[config.mk]
export PLATFORM = sky130hd
export DESIGN_NAME = lap_log_ctrl
export DESIGN_NICKNAME = d
export VERILOG_FILES = /design/src/rtl/lap_log_ctrl_pkg.sv /design/src/rtl/lap_log_ctrl.sv
export SDC_FILE = /design/constraint.sdc
export NUM_CORES = 1
export LEC_CHECK = 0
export ABC_AREA = 1
export CORE_MARGIN = 2
export CORE_UTILIZATION = 44
export CTS_CLUSTER_SIZE = 24
export DETAILED_ROUTE_END_ITERATION = 6
export PLACE_DENSITY_LB_ADDON = 0.05
export SYNTH_ARGS = -nofsm -noshare
export SYNTH_HDL_FRONTEND = slang
export SYNTH_SLANG_ARGS = --single-unit
export TNS_END_PERCENT = 20
[constraint.sdc]
create_clock -name clk -period 2.3 [get_ports clk]
set_input_delay 0.46 -clock clk [delete_from_list [all_inputs] [get_ports clk]]
set_output_delay 0.46 -clock clk [all_outputs]
set_load 0.02 [all_outputs]
[src/rtl/lap_log_ctrl_pkg.sv]
// lap_log_ctrl_pkg: shared chronometer definitions for the lap log controller
package lap_log_ctrl_pkg;
  localparam int DEF_DATA_WIDTH = 16;
  localparam int DEF_ADDR_BITS  = 9;
  typedef enum logic [1:0] {
    IDLE    = 2'd0,
    FETCH   = 2'd1,
    PRESENT = 2'd2
  } state_e;
endpackage

[src/rtl/lap_log_ctrl.sv]
// lap_log_ctrl: logs lap times into a BRAM in arrival order and plays them back oldest-first
module lap_log_ctrl
  import lap_log_ctrl_pkg::*;
#(
  parameter int DATA_WIDTH = DEF_DATA_WIDTH,
  parameter int ADDR_BITS  = DEF_ADDR_BITS
) (
  input  logic                  clk,
  input  logic                  rst_n,
  input  logic                  lap_valid,
  input  logic [DATA_WIDTH-1:0] lap_time,
  input  logic                  clear,
  input  logic                  recall_next,
  output logic                  recall_ready,
  output logic                  out_valid,
  output logic [DATA_WIDTH-1:0] out_data,
  output logic                  out_last,
  output logic [ADDR_BITS:0]    lap_count,
  output logic                  overflow,
  output logic [ADDR_BITS-1:0]  ram_wr_addr,
  output logic [DATA_WIDTH-1:0] ram_wr_data,
  output logic                  ram_we,
  output logic [ADDR_BITS-1:0]  ram_rd_addr,
  input  logic [DATA_WIDTH-1:0] ram_rd_data
);
  localparam int CW = ADDR_BITS + 1;
  state_e                  state_q;
  logic [ADDR_BITS-1:0]    wr_ptr_q, wr_ptr_d, rd_ptr_q;
  logic [CW-1:0]           lap_count_q, lap_count_d;
  logic                    overflow_q, overflow_d;
  logic                    out_valid_q, out_last_q;
  logic [DATA_WIDTH-1:0]   out_data_q;
  logic                    full, is_last;
  // Full is exactly lap_count == DEPTH, i.e. the top count bit set.
  assign full         = lap_count_q[ADDR_BITS];
  assign is_last      = {1'b0, rd_ptr_q} + CW'(1) == lap_count_q;
  assign ram_we       = lap_valid & ~clear & ~full;
  assign ram_wr_addr  = wr_ptr_q;
  assign ram_wr_data  = lap_time;
  assign ram_rd_addr  = rd_ptr_q;
  assign recall_ready = (state_q == IDLE) & |lap_count_q;
  assign out_valid    = out_valid_q;
  assign out_data     = out_data_q;
  assign out_last     = out_last_q;
  assign lap_count    = lap_count_q;
  assign overflow     = overflow_q;
  // Write-side next state: clear wins, a full log drops the lap and flags overflow.
  always_comb begin
    wr_ptr_d    = clear ? '0 : wr_ptr_q + ADDR_BITS'(ram_we);
    lap_count_d = clear ? '0 : lap_count_q + CW'(ram_we);
    overflow_d  = ~clear & (overflow_q | (lap_valid & full));
  end
  // Write-side state registers.
  always_ff @(posedge clk or negedge rst_n) begin
    if (!rst_n) begin
      wr_ptr_q    <= '0;
      lap_count_q <= '0;
      overflow_q  <= 1'b0;
    end else begin
      wr_ptr_q    <= wr_ptr_d;
      lap_count_q <= lap_count_d;
      overflow_q  <= overflow_d;
    end
  end
  // Read FSM: the BRAM samples rd_ptr on the accept edge, data is captured one cycle later.
  always_ff @(posedge clk or negedge rst_n) begin
    if (!rst_n) begin
      state_q     <= IDLE;
      rd_ptr_q    <= '0;
      out_valid_q <= 1'b0;
      out_data_q  <= '0;
      out_last_q  <= 1'b0;
    end else if (clear) begin
      state_q     <= IDLE;
      rd_ptr_q    <= '0;
      out_valid_q <= 1'b0;
    end else begin
      out_valid_q <= 1'b0;
      case (state_q)
        IDLE:    state_q <= (recall_next & recall_ready) ? FETCH : IDLE;
        FETCH: begin
          out_data_q  <= ram_rd_data;
          out_last_q  <= is_last;
          rd_ptr_q    <= is_last ? '0 : rd_ptr_q + ADDR_BITS'(1);
          out_valid_q <= 1'b1;
          state_q     <= PRESENT;
        end
        default: state_q <= IDLE;
      endcase
    end
  end
endmodule

==> results of run 1 <==
layout make-up:
cell class | count | area (sq um)
fillers | 538 | 2395
flip-flops and latches | 49 | 1226
multi-input cells | 240 | 1141
repair buffers | 82 | 784.5
inverters | 40 | 150.1
well taps | 75 | 93.84
clock buffers | 5 | 68.82
clock inverters | 3 | 26.28
layout by cell type (no fill, tap or decap), types with 8 or more instances in the layout:
master,netlist,final
clkdlybuf4s50_1,0,66
nand2_1,119,119
nor2_1,30,29
o21ai_0,8,8
nand2_2,9,9
nor3_1,10,9
nand3_1,25,25
dfrtp_1,49,49
inv_1,37,37
buf_4,16,13
a21oi_1,17,17
per-stage QoR:
| stage | instance area (sq um) | setup slack (ns) |
|---|---|---|
| 2_1_floorplan | 2653 | 0.02741 |
| 3_3_place_gp | 3387 | -0.01940 |
| 3_5_place_dp | 3387 | -0.1044 |
| 4_1_cts | 3481 | 0.01484 |
| 5_1_grt | 3491 | 0.06529 |
| 6_report | 3491 | 0.1737 |
final timing paths:
kind | from | cells after the start | to
max | lap_count[8] | 5 | recall_ready
min in group clk | out_data[5] | 2 | out_data[5]
min reg2reg | out_data[5] | 2 | out_data[5]
max in group asynchronous | rst_n | 2 | ram_rd_addr[2]
max reg2reg | ram_rd_addr[0] | 13 | ram_rd_addr[7]
min | rst_n | 2 | ram_wr_addr[7]
layer usage:
metal | vias to the layer above | GRT usage, % | wire [um] | part of all wire [%]
li1 | 1214 | - | - | -
met5 | - | 0 | 0 | 0
met3 | 7 | 4.615 | 329 | 5.2
met4 | 0 | 6.833 | 64 | 1.0
met1 | 1130 | 26.71 | 2852 | 45
met2 | 53 | 32.13 | 3067 | 49
logic make-up after synthesis:
kind of cell | count (synthesis) | synth area share, %
XOR/XNOR | 1 | 0.3302
buffers and inverters | 61 | 11.04
adder cells (fa/ha/maj) | 5 | 2.358
flip-flops | 49 | 46.23
AND/OR/NAND/NOR | 207 | 34.86
AO/OA/AOI/OAI | 27 | 5.189
synth_stat cells:
| cell type | instances |
|---|---|
| a21oi_1 | 17 |
| buf_2 | 3 |
| buf_4 | 16 |
| clkbuf_1 | 2 |
| clkinv_1 | 1 |
| dfrtp_1 | 49 |
| ha_1 | 5 |
| inv_1 | 37 |
| inv_2 | 2 |
| nand2_1 | 119 |
| nand2_2 | 9 |
| nand2_4 | 1 |
| nand3_1 | 25 |
| nand3_2 | 3 |
| nand4_1 | 3 |
| nor2_1 | 30 |
| nor2_2 | 1 |
| nor2_4 | 3 |
| nor2_8 | 1 |
| nor3_1 | 10 |
| nor3b_1 | 1 |
| nor4_1 | 1 |
| o21ai_0 | 8 |
| o21ai_1 | 1 |
| o21bai_1 | 1 |
| xor2_1 | 1 |
where the power goes:
group          switching (mW)  internal [mW]
Clock                   0.328          0.222
Combinational           0.298          0.277
Sequential             0.0620          0.969
worst max-delay path: stages, from the launching register on:
cell and delay [ns]:
dfrtp_1 0.45, inv_1 0.13, nand4_1 0.13, nor4_1 0.21, nor3_1 0.10, dlygate4sd2_1 0.34
what timing repair did:
action / CTS / global route
setup endpoints to repair: 1 / 2
gates cloned: 0 / 0
resized for setup: 1 / 3
hold buffers: 0 / 0
sequential cells by signal, indices dropped and copies added, names as in the netlist:
| name | count |
|---|---|
| lap_count | 10 |
| out_valid | 1 |
| state_q | 2 |
| out_data | 16 |
| ram_wr_addr | 9 |
| ram_rd_addr | 9 |
| overflow | 1 |
| out_last | 1 |
==> results.md, run 1 <==
* Status: finished, final reports clean
* Crit path launch type: register
* Register bit total from synthesis at 49
* Post-Syn Instances at 350
* First-pass GRT wire length at a little over 10000 um
* Final hold slack at 0.2177 ns
* # diodes at 0
* Global route overflow at 0
* Clk buf depth at 2
* Die width at between 80 and 90 um
* Worst Skew at 0.006707 ns
* Synthesized area per cell at roughly 7.6 sq um
* LEAKAGE at 1.760 nW
* Antenna-violating nets left at 0
* Synthesis-to-layout area growth at 31.60%
* Synth area leader: dfrtp_1
* Final setup TNS at 0 ns
* GRT Overall Usage at approximately a fifth
* CTS H-tree lvls at 2
* CP Data Required Time at about 1.8 ns
* Via count at 2404
* Hold Fails Final Rpt at 0
* Critical Path Sink Type: primary output
* Fmax at 470.3 MHz
* Endpoints failing setup at 0
* Fin crit period at 2.126 ns
* Initial Util at 45.07%
* Vias in the first global route at between 2000 and 2500
* Worst skew pair latency at 0.31 ns
* Die Ht at between 80 and 90 um
* Ys Warns at 0
* Via density at 4.866
* Max-slew violations at 0
* 1st-iter DRT viols at 118
* Syn nets at roughly 390
* Clock transition at path regs at roughly 0.10 ns
* DRT Pass-1 Iters at 4
* Die area at 6666 sq um
* Share of post-route cells with drive strength above 1 at 10.50%
* Rel. slew slack at 46.55%
* Worst Max-Slew Pin Slew at 0.8017 ns
* Mapped cell area at 2653 sq um
* Maxcap violations at 0
* Clock sink count at 49
* Top cells by area, synth: dfrtp_1, nand2_1, inv_1
* Post-Route WL at 6313 um
* Worst vdd ir at approximately 500 uV
* Antenna violations before repair at 0
* Root Driver: clkbuf_8
* Setup CP Type: register to primary output
* Dpl cells at 486
* DRC at 0
* DP Wirelength at between 4000 and 5000 um
* CTS Buf Count at 5
* Worst hold path type: input port to asynchronous set/reset pin
* Wire per inst at 12.78 um
* Critical path arrival at roughly 1.7 ns
* Total Power at 2.155 mW
* Seq/Total Area, Yosys at 46.23%
* Pwr/cell area at 617.3 nW/um^2
* CP max FO at 5
* Cell Count, Final, Fillers Out at ~490
* Largest net degree at the start of global routing at 50
* RSZ-0062 raised after global routing: false
* Fin nets at 460
* Row count at 28
* GP Congestion at 0.8153
* Synth cell types at 26
* Top-area cell type share of the netlist area at between 40% and 50%
* I/O pins at 102
* Final core utilization at 59.31%
* R2r setup slk at about 0.37 ns
* CTS tree: done
* Post-CTS setup buffers at 0
* Core footprint at 5886 sq um
* Tcrit/Tclk final at 92.45%
* # port buffers at roughly 70
No activity file was read; power rests on OpenSTA's default activity.
==> run 2, diff against run 1 <==
Settings changed: CTS_CLUSTER_SIZE 24 to 14.
==> results of run 2 <==
Same layout as run 1: the final DEF is identical, and so are final timing and power.
==> run 3, diff against run 2 <==
Settings changed: CAP_MARGIN from default to 20.
==> results of run 3 <==
Same layout as run 1: the final DEF is identical, and so are final timing and power.
